--- config.mk ---
export PLATFORM = sky130hd
export DESIGN_NAME = shumezuesi_sekuencial
export DESIGN_NICKNAME = d
export VERILOG_FILES = /design/src/rtl/shumezuesi_sekuencial_pkg.sv /design/src/rtl/shumezuesi_sekuencial_mbledhesi.sv /design/src/rtl/shumezuesi_sekuencial.sv
export SDC_FILE = /design/constraint.sdc
export NUM_CORES = 1
export LEC_CHECK = 0
export ABC_AREA = 1
export ABC_CLOCK_PERIOD_IN_PS = 14900
export CAP_MARGIN = 25
export CORE_MARGIN = 2
export CORE_UTILIZATION = 25
export CTS_CLUSTER_SIZE = 40
export DETAILED_ROUTE_END_ITERATION = 8
export PLACE_DENSITY = 0.42
export SLEW_MARGIN = 20
export SYNTH_ARGS = -nofsm -noshare
export SYNTH_HDL_FRONTEND = slang
export SYNTH_HIERARCHICAL = 1
export SYNTH_SLANG_ARGS = --single-unit
--- constraint.sdc ---
create_clock -name clock -period 14.9 [get_ports clock]
set_input_delay 4.47 -clock clock [delete_from_list [all_inputs] [get_ports clock]]
set_output_delay 4.47 -clock clock [all_outputs]
set_load 0.03 [all_outputs]
--- src/rtl/shumezuesi_sekuencial_pkg.sv ---
// shumezuesi_sekuencial_pkg: shared state encodings and default width for the sequential multiplier
package shumezuesi_sekuencial_pkg;
  localparam int WIDTH_DEF = 16;
  typedef enum logic [1:0] {
    IDLE       = 2'd0,
    LLOGARIT   = 2'd1,
    PERFUNDUAR = 2'd2
  } state_t;
endpackage

--- src/rtl/shumezuesi_sekuencial_mbledhesi.sv ---
// mbledhesi_nbit: WIDTH-bit ripple-carry adder built as a chain of 1-bit full-adder cells
module mbledhesi_nbit
  import shumezuesi_sekuencial_pkg::*;
#(
  parameter int WIDTH = WIDTH_DEF
) (
  input  logic [WIDTH-1:0] a,
  input  logic [WIDTH-1:0] b,
  input  logic             cin,
  output logic [WIDTH-1:0] sum,
  output logic             cout
);
  // carry ripples bit by bit through one full-adder cell per position
  always_comb begin
    logic cy;
    cy = cin;
    sum = '0;
    for (int i = 0; i < WIDTH; i++) begin
      sum[i] = a[i] ^ b[i] ^ cy;
      cy = (a[i] & b[i]) | (cy & (a[i] ^ b[i]));
    end
    cout = cy;
  end
endmodule

--- src/rtl/shumezuesi_sekuencial.sv ---
// shumezuesi_sekuencial: unsigned shift-and-add multiplier, one multiplier bit per cycle
module shumezuesi_sekuencial
  import shumezuesi_sekuencial_pkg::*;
#(
  parameter int WIDTH = WIDTH_DEF
) (
  input  logic               clock,
  input  logic               reset,
  input  logic               start,
  input  logic [WIDTH-1:0]   a,
  input  logic [WIDTH-1:0]   b,
  output logic               busy,
  output logic               done,
  output logic [2*WIDTH-1:0] produkti
);
  localparam int CW = $clog2(WIDTH) + 1;
  state_t state, state_next;
  logic [CW-1:0] counter;
  logic [WIDTH-1:0] m, p_hi, p_lo, addend, s;
  logic c, last;
  logic [2*WIDTH-1:0] p_next;
  assign addend = p_lo[0] ? m : '0;
  mbledhesi_nbit #(.WIDTH(WIDTH)) u_add (
    .a(p_hi),
    .b(addend),
    .cin(1'b0),
    .sum(s),
    .cout(c)
  );
  // carry-out becomes the new top bit so the partial product is never truncated
  assign p_next = {c, s, p_lo[WIDTH-1:1]};
  assign last = counter == CW'(WIDTH - 1);
  assign busy = state == LLOGARIT;
  assign done = state == PERFUNDUAR;
  // state register
  always_ff @(posedge clock or posedge reset)
    if (reset) state <= IDLE;
    else state <= state_next;
  // next state: accept in IDLE, iterate WIDTH times, one done cycle, back to IDLE
  always_comb begin
    state_next = (state == IDLE) ? (start ? LLOGARIT : IDLE) :
                 (state == LLOGARIT) ? (last ? PERFUNDUAR : LLOGARIT) : IDLE;
  end
  // datapath: latch operands on accept, shift-add each iteration, publish product on the last one
  always_ff @(posedge clock or posedge reset)
    if (reset) begin
      m <= '0;
      p_hi <= '0;
      p_lo <= '0;
      counter <= '0;
      produkti <= '0;
    end else if (state == IDLE && start) begin
      m <= a;
      p_hi <= '0;
      p_lo <= b;
      counter <= '0;
    end else if (state == LLOGARIT) begin
      {p_hi, p_lo} <= p_next;
      counter <= counter + 1'b1;
      if (last) produkti <= p_next;
    end
endmodule

### After elaboration in Yosys (flattened, before gate mapping)

Cells that the tools add are included.

| storage, ports and cells | value |
|---|---|
| register bits after elaboration | 87 |
| input port bits | 35 |
| output and inout bits | 34 |
| logic and storage cells | 103 |

| cells by class | value |
|---|---|
| add/subtract/negate cells | 1 |
| eq/ne operators | 3 |
| muxes and demuxes | 11 |
| bitwise logic cells | 78 |
| reduce and logical (&&, ||, !) cells | 4 |

Operators by type and width:

| kind | count |
|---|---|
| $mux W16 | 5 |
| $and A1 B1 Y1 | 31 |
| $xor A1 B1 Y1 | 31 |
| $or A1 B1 Y1 | 15 |
| $mux W5 | 2 |
| $mux W2 | 3 |
| $add A5 B1 Y5 const B | 1 |
| $eq A5 B4 Y1 const B | 1 |
| $reduce_and A3 Y1 | 1 |
| $eq A2 B1 Y1 const B | 1 |
| $eq A2 B2 Y1 const B | 1 |
| $logic_not A2 Y1 | 1 |
| $reduce_bool A2 Y1 | 1 |
| $logic_and A1 B1 Y1 | 1 |
| $mux W1 | 1 |
| $not A1 Y1 | 1 |

### Logic depth before layout (Yosys ltp)

Gate-level depths: netlist (run 1).

| depth | value |
|---|---|
| depth after elaboration | 34 |
| gate-level depth with buffers | 25 |
| mapped depth without buffers | 24 |

### Hierarchy

Netlist (run 1), hierarchy kept.

Modules (own cells, without submodules):

| module | instances | cells each | area each (um^2) | sequential area each (um^2) |
|---|---|---|---|---|
| shumezuesi_sekuencial | 1 | 420 | 3622.2 | 2177.1 |
| mbledhesi_nbit | 1 | 26 | 357.8 | 0.0 |

### Worst setup path after synthesis (run 1)

No wires, ideal clock.

| path | value |
|---|---|
| path kind | register -> register |
| from | reg p_lo[0] |
| to | reg p_hi[14] |
| setup time | 0.083 ns |
| arrival time | 6.783 ns |
| data required time | 14.817 ns |
| setup slack | 8.034 ns |
| cell stages (with the launch flop) | 26 |
| path buffers | 1 |
| clock period less this slack | 6.866 ns |
| path through | dfrtp_1 -> buf_2 -> nand2_1 -> inv_1 -> fa_1 -> inv_1 -> fa_1 -> inv_1 -> fa_1 -> fa_1 -> fa_1 -> fa_1 -> fa_1 -> fa_1 -> fa_1 -> fa_1 -> fa_1 -> fa_1 -> fa_1 -> fa_1 -> fa_1 -> inv_1 -> fa_1 -> inv_1 -> inv_1 -> o21ai_0 |

| on the way | value |
|---|---|
| cells in the longest elaborated chain, start to end | 33 |
| elaborated cells on any way between the ends | 62 |
| classes of those cells | 3 x mux; 59 x bitwise |

RTL lines:

| what | RTL line | text |
|---|---|---|
| from (decl) | shumezuesi_sekuencial.sv:19 | `logic [WIDTH-1:0] m, p_hi, p_lo, addend, s;` |
| from (signal assigned) | shumezuesi_sekuencial.sv:58 | `{p_hi, p_lo} <= p_next;` |
| $mux W16 | shumezuesi_sekuencial.sv:22 | `assign addend = p_lo[0] ? m : '0;` |
| via addend[0] | shumezuesi_sekuencial.sv:19 |  |
| $and A1 B1 Y1 (2 in series) | shumezuesi_sekuencial_mbledhesi.sv:20 | `cy = (a[i] & b[i]) \| (cy & (a[i] ^ b[i]));` |
| $or A1 B1 Y1 | shumezuesi_sekuencial_mbledhesi.sv:20 |  |
| $and A1 B1 Y1 | shumezuesi_sekuencial_mbledhesi.sv:20 |  |
| $or A1 B1 Y1 | shumezuesi_sekuencial_mbledhesi.sv:20 |  |
| $and A1 B1 Y1 | shumezuesi_sekuencial_mbledhesi.sv:20 |  |
| $or A1 B1 Y1 | shumezuesi_sekuencial_mbledhesi.sv:20 |  |
| (+18 left out) | - |  |
| $and A1 B1 Y1 | shumezuesi_sekuencial_mbledhesi.sv:20 |  |
| $or A1 B1 Y1 | shumezuesi_sekuencial_mbledhesi.sv:20 |  |
| $and A1 B1 Y1 | shumezuesi_sekuencial_mbledhesi.sv:20 |  |
| $or A1 B1 Y1 | shumezuesi_sekuencial_mbledhesi.sv:20 |  |
| $xor A1 B1 Y1 | shumezuesi_sekuencial_mbledhesi.sv:19 | `sum[i] = a[i] ^ b[i] ^ cy;` |
| via s[15] | shumezuesi_sekuencial.sv:19 |  |
| $mux W16 | shumezuesi_sekuencial.sv:57 | `end else if (state == LLOGARIT) begin` |
| $mux W16 | shumezuesi_sekuencial.sv:52 | `end else if (state == IDLE && start) begin` |
| to (signal assigned) | shumezuesi_sekuencial.sv:58 |  |
| to (decl) | shumezuesi_sekuencial.sv:19 |  |

The timed path passes the listed nets, and every way through them passes these cells. The select of a mux whose other input is x is not followed.
A chain may end at the register's enable or synchronous reset.

### Worst setup path in the final report (run 1)

Same ends and word-level chain as after synthesis.

==> flow_summary.rst, run 1 <==
.. list-table::
   :header-rows: 1

   * - Metric
     - Value
   * - Status
     - complete, no violations
   * - Count of hold buffers inserted by post-cts repair
     - 0
   * - Leading cell type in the layout, fill and taps excluded
     - sky130_fd_sc_hd__nand2_1
   * - Slew of the pin with the lowest slew margin
     - 0.773 ns
   * - Pin count of the biggest net entering global routing
     - 61
   * - Post-synthesis instance area
     - 3980 sq um
   * - Total number of nets in the final design
     - 559
   * - Power density over the cells
     - 204 nW/um^2
   * - Critical path arrival
     - 7.54 ns
   * - Beginning of the worst register-to-register path
     - p_lo[0]$_DFFE_PP0P_
   * - GRT Resource Usage Total
     - 11.8%
   * - Std cell rows
     - 46
   * - Wire length reported by the detailed router
     - 9070 um
   * - Gate Count Post-Synth
     - 446
   * - Number of synthesized register bits
     - 87
   * - Net count of the mapped netlist
     - 499
   * - Static leakage power
     - 2.53 nW
   * - Count of antenna-violating nets left after detailed routing
     - 0
   * - Yosys top cell area share
     - 54.7%
   * - Drt pass-1 iters
     - 4
   * - Std-Cell Core Area
     - 15700 sq um
   * - Worst endpoint required time
     - 15.15 ns
   * - Vias in the first global route
     - 3012
   * - Chip height
     - 130 um
   * - Critical path launch point
     - p_lo[0]$_DFFE_PP0P_
   * - Final routed DRC violation total
     - 0
   * - Cell type with the highest aggregate area in the netlist
     - sky130_fd_sc_hd__dfrtp_1
   * - Post_cts resized
     - 0
   * - Hold path startpoint
     - produkti[8]$_DFFE_PP0P_
   * - Synth Area per Inst
     - 8.92 sq um
   * - GPL Wtd Cong
     - 0.752
   * - Wire length of the first global-routing pass
     - 15600 um
   * - HPWL after detailed placement
     - 6260 um
   * - Area overhead of the layout relative to synthesis
     - 29.1%
   * - Max FO, Critical Path
     - 17
   * - Sequential fraction of the synthesis area
     - 54.7%
   * - Root Driver
     - sky130_fd_sc_hd__clkbuf_16
   * - Count of H-tree levels built during CTS
     - 3
   * - Unrepaired setup endpoints after global routing
     - no
   * - Worst-case clock buffer depth
     - 2
   * - Die extent in x
     - 130 um
   * - Achievable clock frequency
     - 0.137 GHz
   * - Number of clock sinks
     - 87
   * - Final cycle utilization of the critical path
     - 48.9%
   * - Clk Latency, worst-skew pair
     - 0.34 ns
   * - Total count of hold-check failures in the final report
     - 0
   * - Placed instance count
     - 710
   * - Total inserted antenna cells
     - 0
   * - Maxcap violations
     - 0
   * - Initial core utilization
     - 25.3%
   * - DIE AREA
     - 16900 sq um
   * - Worst Skew
     - 0.00952 ns
   * - Register clock-pin slew on the reported worst setup and hold paths
     - 0.06 ns
   * - Design area
     - 5140 sq um
   * - Synthesis warning total
     - 6
   * - Number of standard cells in the layout, taps in and fillers out
     - 727
   * - Worst hold path type
     - reg2reg
   * - Post-DR wirelength/cell
     - 12.5 um
   * - Congestion Overflow GR
     - 0
   * - Final count of pins violating max slew
     - 0
   * - Vias per std cell
     - 4.00
   * - Final Power
     - 1.05 mW
   * - I/O pin total
     - 69
   * - Post-CTS repair timing setup buffer count
     - 0
   * - Unique masters post-synth
     - 19
   * - Critical setup path kind
     - reg2reg
   * - Aggregate negative setup slack
     - 0 ns
   * - Setup violators final
     - 0
   * - Most frequent cells in the layout
     - sky130_fd_sc_hd__nand2_1 (171), sky130_fd_sc_hd__dfrtp_1 (87), sky130_fd_sc_hd__clkdlybuf4s50_1 (68)
   * - Number of buffers created by CTS
     - 9
   * - Total vias in the final route
     - 2906
   * - Antenna violations before repair
     - 0
   * - Worst setup SP type
     - flop
   * - TritonCTS clock tree
     - done
   * - Type of element capturing the critical path
     - flop
   * - IR Drop Worst-Case VDD
     - 0.0624 mV
   * - Tmin final
     - 7.29 ns
   * - Number of port buffers
     - 68
   * - DRT iter0 DRCs
     - 188
   * - Max-slew headroom at the worst pin
     - 48.4%
   * - Instance area after placement
     - 4820 sq um
   * - Area contributors post-synth
     - sky130_fd_sc_hd__dfrtp_1 (55%), sky130_fd_sc_hd__nand2_1 (16%), sky130_fd_sc_hd__fa_1 (8.0%)
   * - Layout cell share with drive strength beyond 1
     - 5.87%
registers in the layout, summed over array words and instances, names as in the netlist:
| register | count |
|---|---|
| produkti | 32 |
| m | 16 |
| p_hi | 16 |
| p_lo | 16 |
| counter | 5 |
| state | 2 |
kinds of logic (layout without fill, tap and decap cells):
group | count (synthesis) | in the layout | share of synthesized area (%)
buffers and inverters | 73 | 138 | 7.92
AOI/OAI and AO/OA | 36 | 36 | 4.94
DFF | 87 | 87 | 54.7
other | 1 | 1 | 0.0942
adders and majority gates | 18 | 18 | 8.68
and+or+nand+nor | 231 | 231 | 23.7
Yosys cell counts (all sizes together):
library cell	count
a21oi	1
buf	16
clkbuf	6
conb	1
dfrtp	87
fa	16
ha	2
inv	51
nand2	174
nand3	50
nor2	7
o21ai	34
o22ai	1
layer usage:
layer / wire length, um / track usage [%]
met1: 4820 / 17.9
met3: 447 / 2.95
met4: 146 / 4.17
met2: 3650 / 16.0
met5: 0 / 0
critical path, stage by stage (launching register included):
cell,delay [ns]
sky130_fd_sc_hd__dfrtp_1,0.54
sky130_fd_sc_hd__nand2_1,0.14
sky130_fd_sc_hd__inv_1,0.06
sky130_fd_sc_hd__fa_1,0.38
sky130_fd_sc_hd__inv_1,0.08
sky130_fd_sc_hd__fa_1,0.15
sky130_fd_sc_hd__inv_1,0.05
sky130_fd_sc_hd__fa_1,0.37
sky130_fd_sc_hd__fa_1,0.39
sky130_fd_sc_hd__fa_1,0.39
sky130_fd_sc_hd__fa_1,0.38
sky130_fd_sc_hd__fa_1,0.40
sky130_fd_sc_hd__fa_1,0.40
sky130_fd_sc_hd__fa_1,0.40
sky130_fd_sc_hd__fa_1,0.40
sky130_fd_sc_hd__fa_1,0.41
sky130_fd_sc_hd__fa_1,0.40
sky130_fd_sc_hd__fa_1,0.40
sky130_fd_sc_hd__fa_1,0.39
sky130_fd_sc_hd__fa_1,0.37
sky130_fd_sc_hd__inv_1,0.08
sky130_fd_sc_hd__fa_1,0.40
sky130_fd_sc_hd__inv_1,0.06
sky130_fd_sc_hd__inv_1,0.04
sky130_fd_sc_hd__o21ai_0,0.13
power breakdown:
group          internal, mW  total [mW]  switching, mW
sequential            0.340       0.412         0.0721
combinational         0.160       0.415          0.255
clock                 0.131       0.222         0.0906
final cells by class:
type | count | area, sq um
Multi-Input combinational cell | 286 | 1490
Fill cell | 1683 | 10600
Tap cell | 216 | 270
Inverter | 51 | 193
Sequential cell | 87 | 2180
Clock inverter | 2 | 12.5
Timing Repair Buffer | 71 | 716
Clock buffer | 14 | 284
stage by stage:
stage	hold slack (ns)	setup WS (ns)	util, %
2_1_floorplan	0.449	8.03	-
3_3_place_gp	0.466	7.66	30.7
3_5_place_dp	0.464	7.65	30.7
4_1_cts	0.481	7.61	32.6
5_1_grt	0.504	7.24	32.7
6_report	0.478	7.61	32.7
final timing paths:
path / end / slack (ns) / cells past startpoint
setup / recovery: p_hi[14]$_DFFE_PP0P_ / 7.61 / 24
hold / removal: produkti[8]$_DFFE_PP0P_ / 0.48 / 2
setup reg to reg: p_hi[14]$_DFFE_PP0P_ / 7.61 / 24
hold reg to reg: produkti[8]$_DFFE_PP0P_ / 0.48 / 2
max in group asynchronous: p_hi[6]$_DFFE_PP0P_ / 9.29 / 3
min in group asynchronous: produkti[11]$_DFFE_PP0P_ / 4.46 / 2
(Power assumes the default switching activity.)
==> inputs of run 2 (changes only) <==
--- a/config.mk
+++ b/config.mk
@@ -6,13 +6,13 @@
 export NUM_CORES = 1
 export LEC_CHECK = 0
 export ABC_AREA = 1
-export ABC_CLOCK_PERIOD_IN_PS = 14900
+export ABC_CLOCK_PERIOD_IN_PS = 6400
 export CAP_MARGIN = 25
 export CORE_MARGIN = 2
 export CORE_UTILIZATION = 25
 export CTS_CLUSTER_SIZE = 40
 export DETAILED_ROUTE_END_ITERATION = 8
-export PLACE_DENSITY = 0.42
+export PLACE_DENSITY = 0.43
 export SLEW_MARGIN = 20
 export SYNTH_ARGS = -nofsm -noshare
 export SYNTH_HDL_FRONTEND = slang
==> constraint.sdc (replaced) <==
create_clock -name clock -period 6.4 [get_ports clock]
set_input_delay 1.92 -clock clock [delete_from_list [all_inputs] [get_ports clock]]
set_output_delay 1.92 -clock clock [all_outputs]
set_load 0.03 [all_outputs]
==> flow_summary.rst, run 2 (synthesized netlist as in run 1, its figures left out) <==
.. list-table::
   :header-rows: 1

   * - Metric
     - Value
   * - Most used cell, CP
     - sky130_fd_sc_hd__fa_2
   * - Number of clock sinks
     - 87 (unchanged)
   * - Count of buffering cells on the critical path with inverters included
     - 6 (unchanged)
   * - Register clock-pin slew on the reported worst setup and hold paths
     - 0.06 ns (about the same)
   * - Slew of the pin with the lowest slew margin
     - 0.933 ns (+0.160 ns)
   * - Total inserted antenna cells
     - 0 (unchanged)
   * - Count of cell instances traversed by the critical path
     - 24 (unchanged)
   * - Total number of nets in the final design
     - 560 (+0.18%)
   * - DRT iter0 DRCs
     - 130 (-31%)
   * - GPL Wtd Cong
     - 0.770 (+2.4%)
   * - Std-Cell Core Area
     - 15700 sq um (unchanged)
   * - Critical setup path kind
     - reg2reg
   * - Setup violators final
     - 2 (+2)
   * - Congestion Overflow GR
     - 0 (unchanged)
   * - Achievable clock frequency
     - 0.155 GHz (+13%)
   * - Instance area after placement
     - 4870 sq um (+0.93%)
   * - Final routed DRC violation total
     - 0 (unchanged)
   * - Worst-case clock buffer depth
     - 2 (unchanged)
   * - Die extent in x
     - 130 um (unchanged)
   * - Power dissipated by switching net loads
     - 986 uW (+140%)
   * - Type of element capturing the critical path
     - flop
   * - Wire length reported by the detailed router
     - 9100 um (+0.37%)
   * - Chip height
     - 130 um (unchanged)
   * - Critical Path Slowest Stage Cell
     - sky130_fd_sc_hd__fa_1
   * - Most frequent cells in the layout
     - sky130_fd_sc_hd__nand2_1 (171), sky130_fd_sc_hd__dfrtp_1 (87), sky130_fd_sc_hd__clkdlybuf4s50_1 (68)
   * - Unrepaired setup endpoints after global routing
     - yes
   * - Maxcap violations
     - 0 (unchanged)
   * - Antenna violations before repair
     - 0 (unchanged)
   * - Number of cells traversed by the worst register-to-register path
     - 24 (unchanged)
   * - GRT Resource Usage Total
     - 11.5% (-0.28 points)
   * - Worst Skew
     - 0.00727 ns (-0.00224 ns)
   * - Wire length of the first global-routing pass
     - 15100 um (-3.0%)
   * - DIE AREA
     - 16900 sq um (unchanged)
   * - Post_cts resized
     - 9 (+9)
   * - Largest register by flop count
     - produkti
   * - Final cycle utilization of the critical path
     - 101% (+52 points)
   * - Status
     - finished, violations left
   * - Number of standard cells in the layout, taps in and fillers out
     - 728 (+0.14%)
   * - Std cell rows
     - 46 (unchanged)
   * - Beginning of the worst register-to-register path
     - p_lo[0]$_DFFE_PP0P_
   * - Setup crit end
     - produkti[30]$_DFFE_PP0P_
   * - End of the worst register-to-register path
     - produkti[30]$_DFFE_PP0P_
   * - Number of port buffers
     - 68 (unchanged)
   * - Minimum setup slack among reg-to-reg paths
     - -0.04 ns (-7.65 ns)
   * - Worst endpoint required time
     - 6.64 ns (-8.51 ns)
   * - Layout cell share with drive strength beyond 1
     - 9.96% (+4.1 points)
   * - Leading cell type in the layout, fill and taps excluded
     - sky130_fd_sc_hd__nand2_1
   * - HPWL after detailed placement
     - 6290 um (+0.53%)
   * - Total count of hold-check failures in the final report
     - 0 (unchanged)
   * - Placed instance count
     - 712 (+0.28%)
   * - Initial core utilization
     - 25.3% (unchanged)
   * - Tmin final
     - 6.44 ns (-0.851 ns)
   * - Largest delay contributor family on the critical path
     - adder cells
   * - Critical path launch point
     - p_lo[0]$_DFFE_PP0P_
   * - Portion of total power attributed to sequential cells
     - 38.8% (-0.5 points)
   * - Vias in the first global route
     - 2907 (-3.5%)
   * - Internal power contribution
     - 1.46 mW (+130%)
   * - Worst path setup slack after routing
     - -0.0353 ns (-7.65 ns)
   * - Failing checks
     - negative setup slack
   * - Proportion of power drawn by the clock network
     - 20.4% (-0.8 points)
   * - Count of antenna-violating nets left after detailed routing
     - 0 (unchanged)
   * - Pre-CTS setup slack
     - -0.107 ns (-7.76 ns)
   * - Root Driver
     - sky130_fd_sc_hd__clkbuf_16
   * - Worst setup SP type
     - flop
   * - Worst hold path type
     - reg2reg
   * - List of cells traversed by the critical path
     - nand2_1 > inv_2 > fa_2 > inv_2 > fa_2 > inv_2 > fa_2 > fa_2 > fa_2 > fa_2 > fa_2 > fa_2 > fa_2 > fa_2 > fa_2 > fa_2 > fa_2 > fa_2 > fa_2 > inv_2 > fa_1 > inv_1 > inv_2 > o21ai_1
   * - Worst hold path cell count
     - 2 (unchanged)
   * - Post-CTS repair timing setup buffer count
     - 0 (unchanged)
   * - Comb power frac
     - 40.8% (+1.2 points)
   * - Power density over the cells
     - 475 nW/um^2 (+130%)
   * - I/O pin total
     - 69 (unchanged)
   * - Number of buffers created by CTS
     - 9 (unchanged)
   * - Pin count of the biggest net entering global routing
     - 55 (-9.8%)
   * - Count of H-tree levels built during CTS
     - 3 (unchanged)
   * - Post-DR wirelength/cell
     - 12.5 um (+0.24%)
   * - Static leakage power
     - 2.50 nW (-1.3%)
   * - Total vias in the final route
     - 2935 (+1.0%)
   * - Final count of pins violating max slew
     - 0 (unchanged)
   * - Max FO, Critical Path
     - 2 (-15)
   * - Delay of the slowest cell on the worst path
     - 0.39 ns (-0.15 ns)
   * - End-of-flow core utilization
     - 32.8% (+0.13 points)
   * - Max-slew headroom at the worst pin
     - 37.6% (-11 points)
   * - IR Drop Worst-Case VDD
     - 0.134 mV (+120%)
   * - Vias per std cell
     - 4.03 (+0.86%)
   * - Critical path arrival
     - 6.68 ns (-0.86 ns)
   * - Design area
     - 5160 sq um (+0.39%)
   * - Area overhead of the layout relative to synthesis
     - 29.6%
   * - TritonCTS clock tree
     - done
   * - Count of hold buffers inserted by post-cts repair
     - 0 (unchanged)
   * - Final Power
     - 2.45 mW (+130%)
   * - Drt pass-1 iters
     - 4 (unchanged)
   * - Fraction of power spent switching nets
     - 40.2% (+0.41 points)
   * - Clk Latency, worst-skew pair
     - 0.34 ns (about the same)
   * - Flip-flop count of the largest register after layout
     - 32 (unchanged)
## run 2: changes by cell type in the layout (fill, tap and decap cells not counted)
cell	before	now
sky130_fd_sc_hd__buf_12	1	0
sky130_fd_sc_hd__buf_4	2	4
sky130_fd_sc_hd__clkbuf_8	4	2
sky130_fd_sc_hd__clkinv_2	2	3
sky130_fd_sc_hd__clkinv_4	0	1
sky130_fd_sc_hd__clkinvlp_4	1	0
sky130_fd_sc_hd__fa_1	16	1
sky130_fd_sc_hd__fa_2	0	15
sky130_fd_sc_hd__inv_1	46	41
sky130_fd_sc_hd__inv_2	4	9
sky130_fd_sc_hd__inv_6	0	1
sky130_fd_sc_hd__o21ai_0	30	28
sky130_fd_sc_hd__o21ai_1	0	2
## run 2: cell type report
cell class                      count  area, sq um
Fill cell                        1658        10600
Sequential cell                    87         2180
Tap cell                          216          270
Timing Repair Buffer               72          711
Inverter                           51          193
Multi-Input combinational cell    286         1530
Clock inverter                      4         27.5
Clock buffer                       12          256
## run 2: stage by stage
stage,hold slack (ns),TNS [ns]
after floorplan,0.449,-0.0187
final,0.477,-0.0687
after global routing,0.505,-0.445
after detailed placement,0.464,-0.198
after global placement,0.468,-0.154
after CTS,0.482,-0.0625
## run 2: worst min-delay path by stage
stage,from,end,slack (ns)
floorplan,m[0]$_DFFE_PP0P_,m[0]$_DFFE_PP0P_,0.45
global placement,m[1]$_DFFE_PP0P_,m[1]$_DFFE_PP0P_,0.47
detailed placement,produkti[8]$_DFFE_PP0P_,produkti[8]$_DFFE_PP0P_,0.46
CTS,produkti[8]$_DFFE_PP0P_,produkti[8]$_DFFE_PP0P_,0.48
global route,produkti[5]$_DFFE_PP0P_,produkti[5]$_DFFE_PP0P_,0.51
finish,produkti[9]$_DFFE_PP0P_,produkti[9]$_DFFE_PP0P_,0.48
## run 2: power by group through the flow
stage / Sequential [mW] / Clock (mW) / Combinational (mW)
after floorplan: 1.09 / 0 / 0.517
after global placement: 0.955 / 0 / 0.999
after detailed placement: 0.958 / 0 / 1.01
after CTS: 0.954 / 0.517 / 1.02
after global routing: 0.985 / 0.544 / 1.14
final: 0.951 / 0.499 / 0.999
## run 2: layer usage
metal | track usage [%] | vias to the layer above | share of wire (%)
met5 | 0 | - | 0
met4 | 3.61 | 0 | 1.5
met3 | 2.83 | 9 | 4.2
met2 | 15.8 | 53 | 41
met1 | 17.6 | 1382 | 53
li1 | - | 1491 | -
## run 2: tightest hold or removal path, cell delays in order, from the launching register on
cell                      delay (ns)
sky130_fd_sc_hd__dfrtp_1        0.34
sky130_fd_sc_hd__nand2_1        0.06
sky130_fd_sc_hd__nand2_1        0.05
==> inputs of run 3 (changes only) <==
--- a/config.mk
+++ b/config.mk
@@ -6,13 +6,13 @@
 export NUM_CORES = 1
 export LEC_CHECK = 0
 export ABC_AREA = 1
-export ABC_CLOCK_PERIOD_IN_PS = 6400
 export CAP_MARGIN = 25
 export CORE_MARGIN = 2
 export CORE_UTILIZATION = 25
+export CTS_CLUSTER_DIAMETER = 60
 export CTS_CLUSTER_SIZE = 40
 export DETAILED_ROUTE_END_ITERATION = 8
-export PLACE_DENSITY = 0.43
+export PLACE_DENSITY = 0.42
 export SLEW_MARGIN = 20
 export SYNTH_ARGS = -nofsm -noshare
 export SYNTH_HDL_FRONTEND = slang
==> constraint.sdc (replaced) <==
create_clock -name clock -period 6.9 [get_ports clock]
set_input_delay 2.07 -clock clock [delete_from_list [all_inputs] [get_ports clock]]
set_output_delay 2.07 -clock clock [all_outputs]
set_load 0.03 [all_outputs]
==> flow_summary.rst, run 3 (synthesized netlist as in run 1, its figures left out) <==
.. list-table::
   :header-rows: 1

   * - Metric
     - Value
   * - Status
     - complete, no violations
   * - Comb power frac
     - 39.2% (-1.6 points)
   * - FILL cells
     - 1682 (+1.4%)
   * - Chip height
     - 130 um (unchanged)
   * - Number of port buffers
     - 68 (unchanged)
   * - Met2 Routed Length
     - 3890 um (+3.2%)
   * - Aggregate negative setup slack
     - 0 ns (+0.0687 ns)
   * - Worst hold path type
     - reg2reg
   * - Wire length reported by the detailed router
     - 9200 um (+1.1%)
   * - Worst-case clock buffer depth
     - 2 (unchanged)
   * - Register Area
     - 2180 sq um (unchanged)
   * - Clk Latency, worst-skew pair
     - 0.34 ns (about the same)
   * - Static leakage power
     - 2.52 nW (+1.1%)
   * - Minimum setup slack among reg-to-reg paths
     - 0.34 ns (+0.38 ns)
   * - Std cell rows
     - 46 (unchanged)
   * - Worst setup SP type
     - flop
   * - Number of buffers created by CTS
     - 9 (unchanged)
   * - Congestion Overflow GR
     - 0 (unchanged)
   * - Unrepaired setup endpoints after global routing
     - no
   * - Most frequent cells in the layout
     - sky130_fd_sc_hd__nand2_1 (171), sky130_fd_sc_hd__dfrtp_1 (87), sky130_fd_sc_hd__clkdlybuf4s50_1 (68)
   * - Most used cell, CP
     - sky130_fd_sc_hd__fa_2
   * - Area overhead of the layout relative to synthesis
     - 30.8%
   * - Post-CTS repair timing setup buffer count
     - 0 (unchanged)
   * - Layout cell share with drive strength beyond 1
     - 8.01% (-2.0 points)
   * - Worst Skew
     - 0.0107 ns (+0.00344 ns)
   * - Vias per std cell
     - 4.04 (+0.31%)
   * - Delay of the slowest cell on the worst path
     - 0.40 ns (about the same)
   * - Vias in the first global route
     - 3139 (+8.0%)
   * - Placed instance count
     - 712 (unchanged)
   * - Std-Cell Core Area
     - 15700 sq um (unchanged)
   * - Portion of total power attributed to sequential cells
     - 37.3% (-1.5 points)
   * - Count of H-tree levels built during CTS
     - 3 (unchanged)
   * - Slew of the pin with the lowest slew margin
     - 0.934 ns (+0.000372 ns)
   * - Met1 Wirelength
     - 4790 um (-0.56%)
   * - Total vias in the final route
     - 2944 (+0.31%)
   * - Max-slew headroom at the worst pin
     - 37.5% (about the same)
   * - Final routed DRC violation total
     - 0 (unchanged)
   * - Achievable clock frequency
     - 0.152 GHz (-1.9%)
   * - Critical Path Slowest Stage Cell
     - sky130_fd_sc_hd__fa_1
   * - Register clock-pin slew on the reported worst setup and hold paths
     - 0.07 ns (about the same)
   * - Initial core utilization
     - 25.3% (unchanged)
   * - Worst hold margin
     - 0.479 ns (+0.00184 ns)
   * - Pin count of the biggest net entering global routing
     - 55 (unchanged)
   * - Critical path arrival
     - 6.80 ns (+0.12 ns)
   * - Met3 layer wire length in the routed design
     - 390 um (+2.1%)
   * - Count of antenna-violating nets left after detailed routing
     - 0 (unchanged)
   * - Drt pass-1 iters
     - 4 (unchanged)
   * - Tmin final
     - 6.56 ns (+0.124 ns)
   * - Root Driver
     - sky130_fd_sc_hd__clkbuf_16
   * - Leading cell type in the layout, fill and taps excluded
     - sky130_fd_sc_hd__nand2_1
   * - Maxcap violations
     - 0 (unchanged)
   * - Max FO, Critical Path
     - 2 (unchanged)
   * - Internal power contribution
     - 1.44 mW (-1.3%)
   * - Instance area after placement
     - 4840 sq um (-0.62%)
   * - HPWL after detailed placement
     - 6150 um (-2.2%)
   * - Total count of hold-check failures in the final report
     - 0 (unchanged)
   * - Number of clock sinks
     - 87 (unchanged)
   * - Die extent in x
     - 130 um (unchanged)
   * - Final Power
     - 2.36 mW (-3.8%)
   * - IR Drop Worst-Case VDD
     - 0.150 mV (+12%)
   * - Largest delay contributor family on the critical path
     - adder cells
   * - Total inserted antenna cells
     - 0 (unchanged)
   * - Power dissipated by switching net loads
     - 913 uW (-7.4%)
   * - Fraction of power spent switching nets
     - 38.7% (-1.5 points)
   * - Design area
     - 5200 sq um (+0.87%)
   * - Type of element capturing the critical path
     - flop
   * - Flip-flop count of the largest register after layout
     - 32 (unchanged)
   * - List of cells traversed by the critical path
     - nand2_1 > inv_1 > fa_1 > inv_1 > fa_1 > inv_1 > fa_1 > fa_2 > fa_2 > fa_2 > fa_2 > fa_2 > fa_2 > fa_2 > fa_2 > fa_2 > fa_2 > fa_2 > fa_1 > inv_1 > fa_1 > inv_1 > inv_1 > o21ai_0
   * - Worst endpoint required time
     - 7.14 ns (+0.50 ns)
   * - TritonCTS clock tree
     - done
   * - Number of standard cells in the layout, taps in and fillers out
     - 728 (unchanged)
   * - Final count of pins violating max slew
     - 0 (unchanged)
   * - Power density over the cells
     - 453 nW/um^2 (-4.6%)
   * - Top routing layer in use
     - met4
   * - Post-DR wirelength/cell
     - 12.6 um (+1.1%)
   * - Total number of nets in the final design
     - 560 (unchanged)
   * - Final cycle utilization of the critical path
     - 95.1% (-5.5 points)
   * - DIE AREA
     - 16900 sq um (unchanged)
   * - I/O pin total
     - 69 (unchanged)
   * - GRT Resource Usage Total
     - 11.9% (+0.42 points)
   * - Largest register by flop count
     - produkti
   * - Multi-input gate area in the final layout
     - 1520 sq um (-0.66%)
   * - Setup violators final
     - 0 (-2)
   * - Antenna violations before repair
     - 0 (unchanged)
   * - GPL Wtd Cong
     - 0.768 (-0.23%)
   * - DRT iter0 DRCs
     - 165 (+27%)
   * - Proportion of power drawn by the clock network
     - 23.5% (+3.1 points)
   * - Critical setup path kind
     - reg2reg
   * - Count of buffering cells on the critical path with inverters included
     - 6 (unchanged)
   * - Wire length of the first global-routing pass
     - 15700 um (+4.1%)
==> run 3: final timing paths <==
path / depth (start not counted) / start / end
setup / recovery: 24 / p_lo[0]$_DFFE_PP0P_ / p_hi[14]$_DFFE_PP0P_
hold / removal: 2 / produkti[12]$_DFFE_PP0P_ / produkti[12]$_DFFE_PP0P_
setup reg to reg: 24 / p_lo[0]$_DFFE_PP0P_ / p_hi[14]$_DFFE_PP0P_
hold reg to reg: 2 / produkti[12]$_DFFE_PP0P_ / produkti[12]$_DFFE_PP0P_
max in group asynchronous: 3 / reset / p_hi[8]$_DFFE_PP0P_
min in group asynchronous: 2 / reset / produkti[11]$_DFFE_PP0P_
==> run 3: layout make-up <==
| type | count | area share [%] |
|---|---|---|
| timing repair buffer | 72 | 13.7 |
| clock buffer | 11 | 4.47 |
| inverter | 51 | 3.70 |
| sequential | 87 | 41.8 |
| tap | 216 | 5.19 |
| multi-input combinational | 286 | 29.1 |
| clock inverter | 5 | 2.04 |
==> run 3: what timing repair did <==
action | in CTS | in global routing
endpoints found under the setup margin | 2 | 2
gates resized for setup | 5 | 7
pin swaps | 0 | 0
hold endpoints to repair | 0 | 0
hold buffers | 0 | 0
==> run 3: layer usage <==
layer,up-vias,track usage [%]
li1,1490,-
met1,1391,17.8
met2,56,16.8
met3,7,2.62
met4,0,4.17
met5,-,0
==> run 3: power by group through the flow <==
stage                     logic, mW  registers [mW]  clock network (mW)
after global routing           1.06           0.911               0.593
after CTS                     0.940           0.881               0.568
after detailed placement      0.928           0.884                   0
after floorplan               0.473            1.01                   0
after global placement        0.920           0.884                   0
final                         0.925           0.878               0.554
==> run 3: worst register-to-register path: stages (launching register included) <==
cell and delay, ns:
sky130_fd_sc_hd__dfrtp_1 0.38, sky130_fd_sc_hd__nand2_1 0.06, sky130_fd_sc_hd__inv_1 0.05, sky130_fd_sc_hd__fa_1 0.37, sky130_fd_sc_hd__inv_1 0.08, sky130_fd_sc_hd__fa_1 0.16
sky130_fd_sc_hd__inv_1 0.05, sky130_fd_sc_hd__fa_1 0.39, sky130_fd_sc_hd__fa_2 0.35, sky130_fd_sc_hd__fa_2 0.35, sky130_fd_sc_hd__fa_2 0.35, sky130_fd_sc_hd__fa_2 0.35
sky130_fd_sc_hd__fa_2 0.37, sky130_fd_sc_hd__fa_2 0.36, sky130_fd_sc_hd__fa_2 0.35, sky130_fd_sc_hd__fa_2 0.35, sky130_fd_sc_hd__fa_2 0.36, sky130_fd_sc_hd__fa_2 0.35
sky130_fd_sc_hd__fa_2 0.34, sky130_fd_sc_hd__fa_1 0.36, sky130_fd_sc_hd__inv_1 0.07, sky130_fd_sc_hd__fa_1 0.40, sky130_fd_sc_hd__inv_1 0.06, sky130_fd_sc_hd__inv_1 0.04
sky130_fd_sc_hd__o21ai_0 0.14
==> run 3: metrics by stage <==
stage | util, % | worst slack [ns]
global route | 33.1 | 0.0377
floorplan | - | 0.0339
global placement | 30.8 | -0.106
detailed placement | 30.8 | -0.134
CTS | 33.0 | 0.0272
finish | 33.1 | 0.341
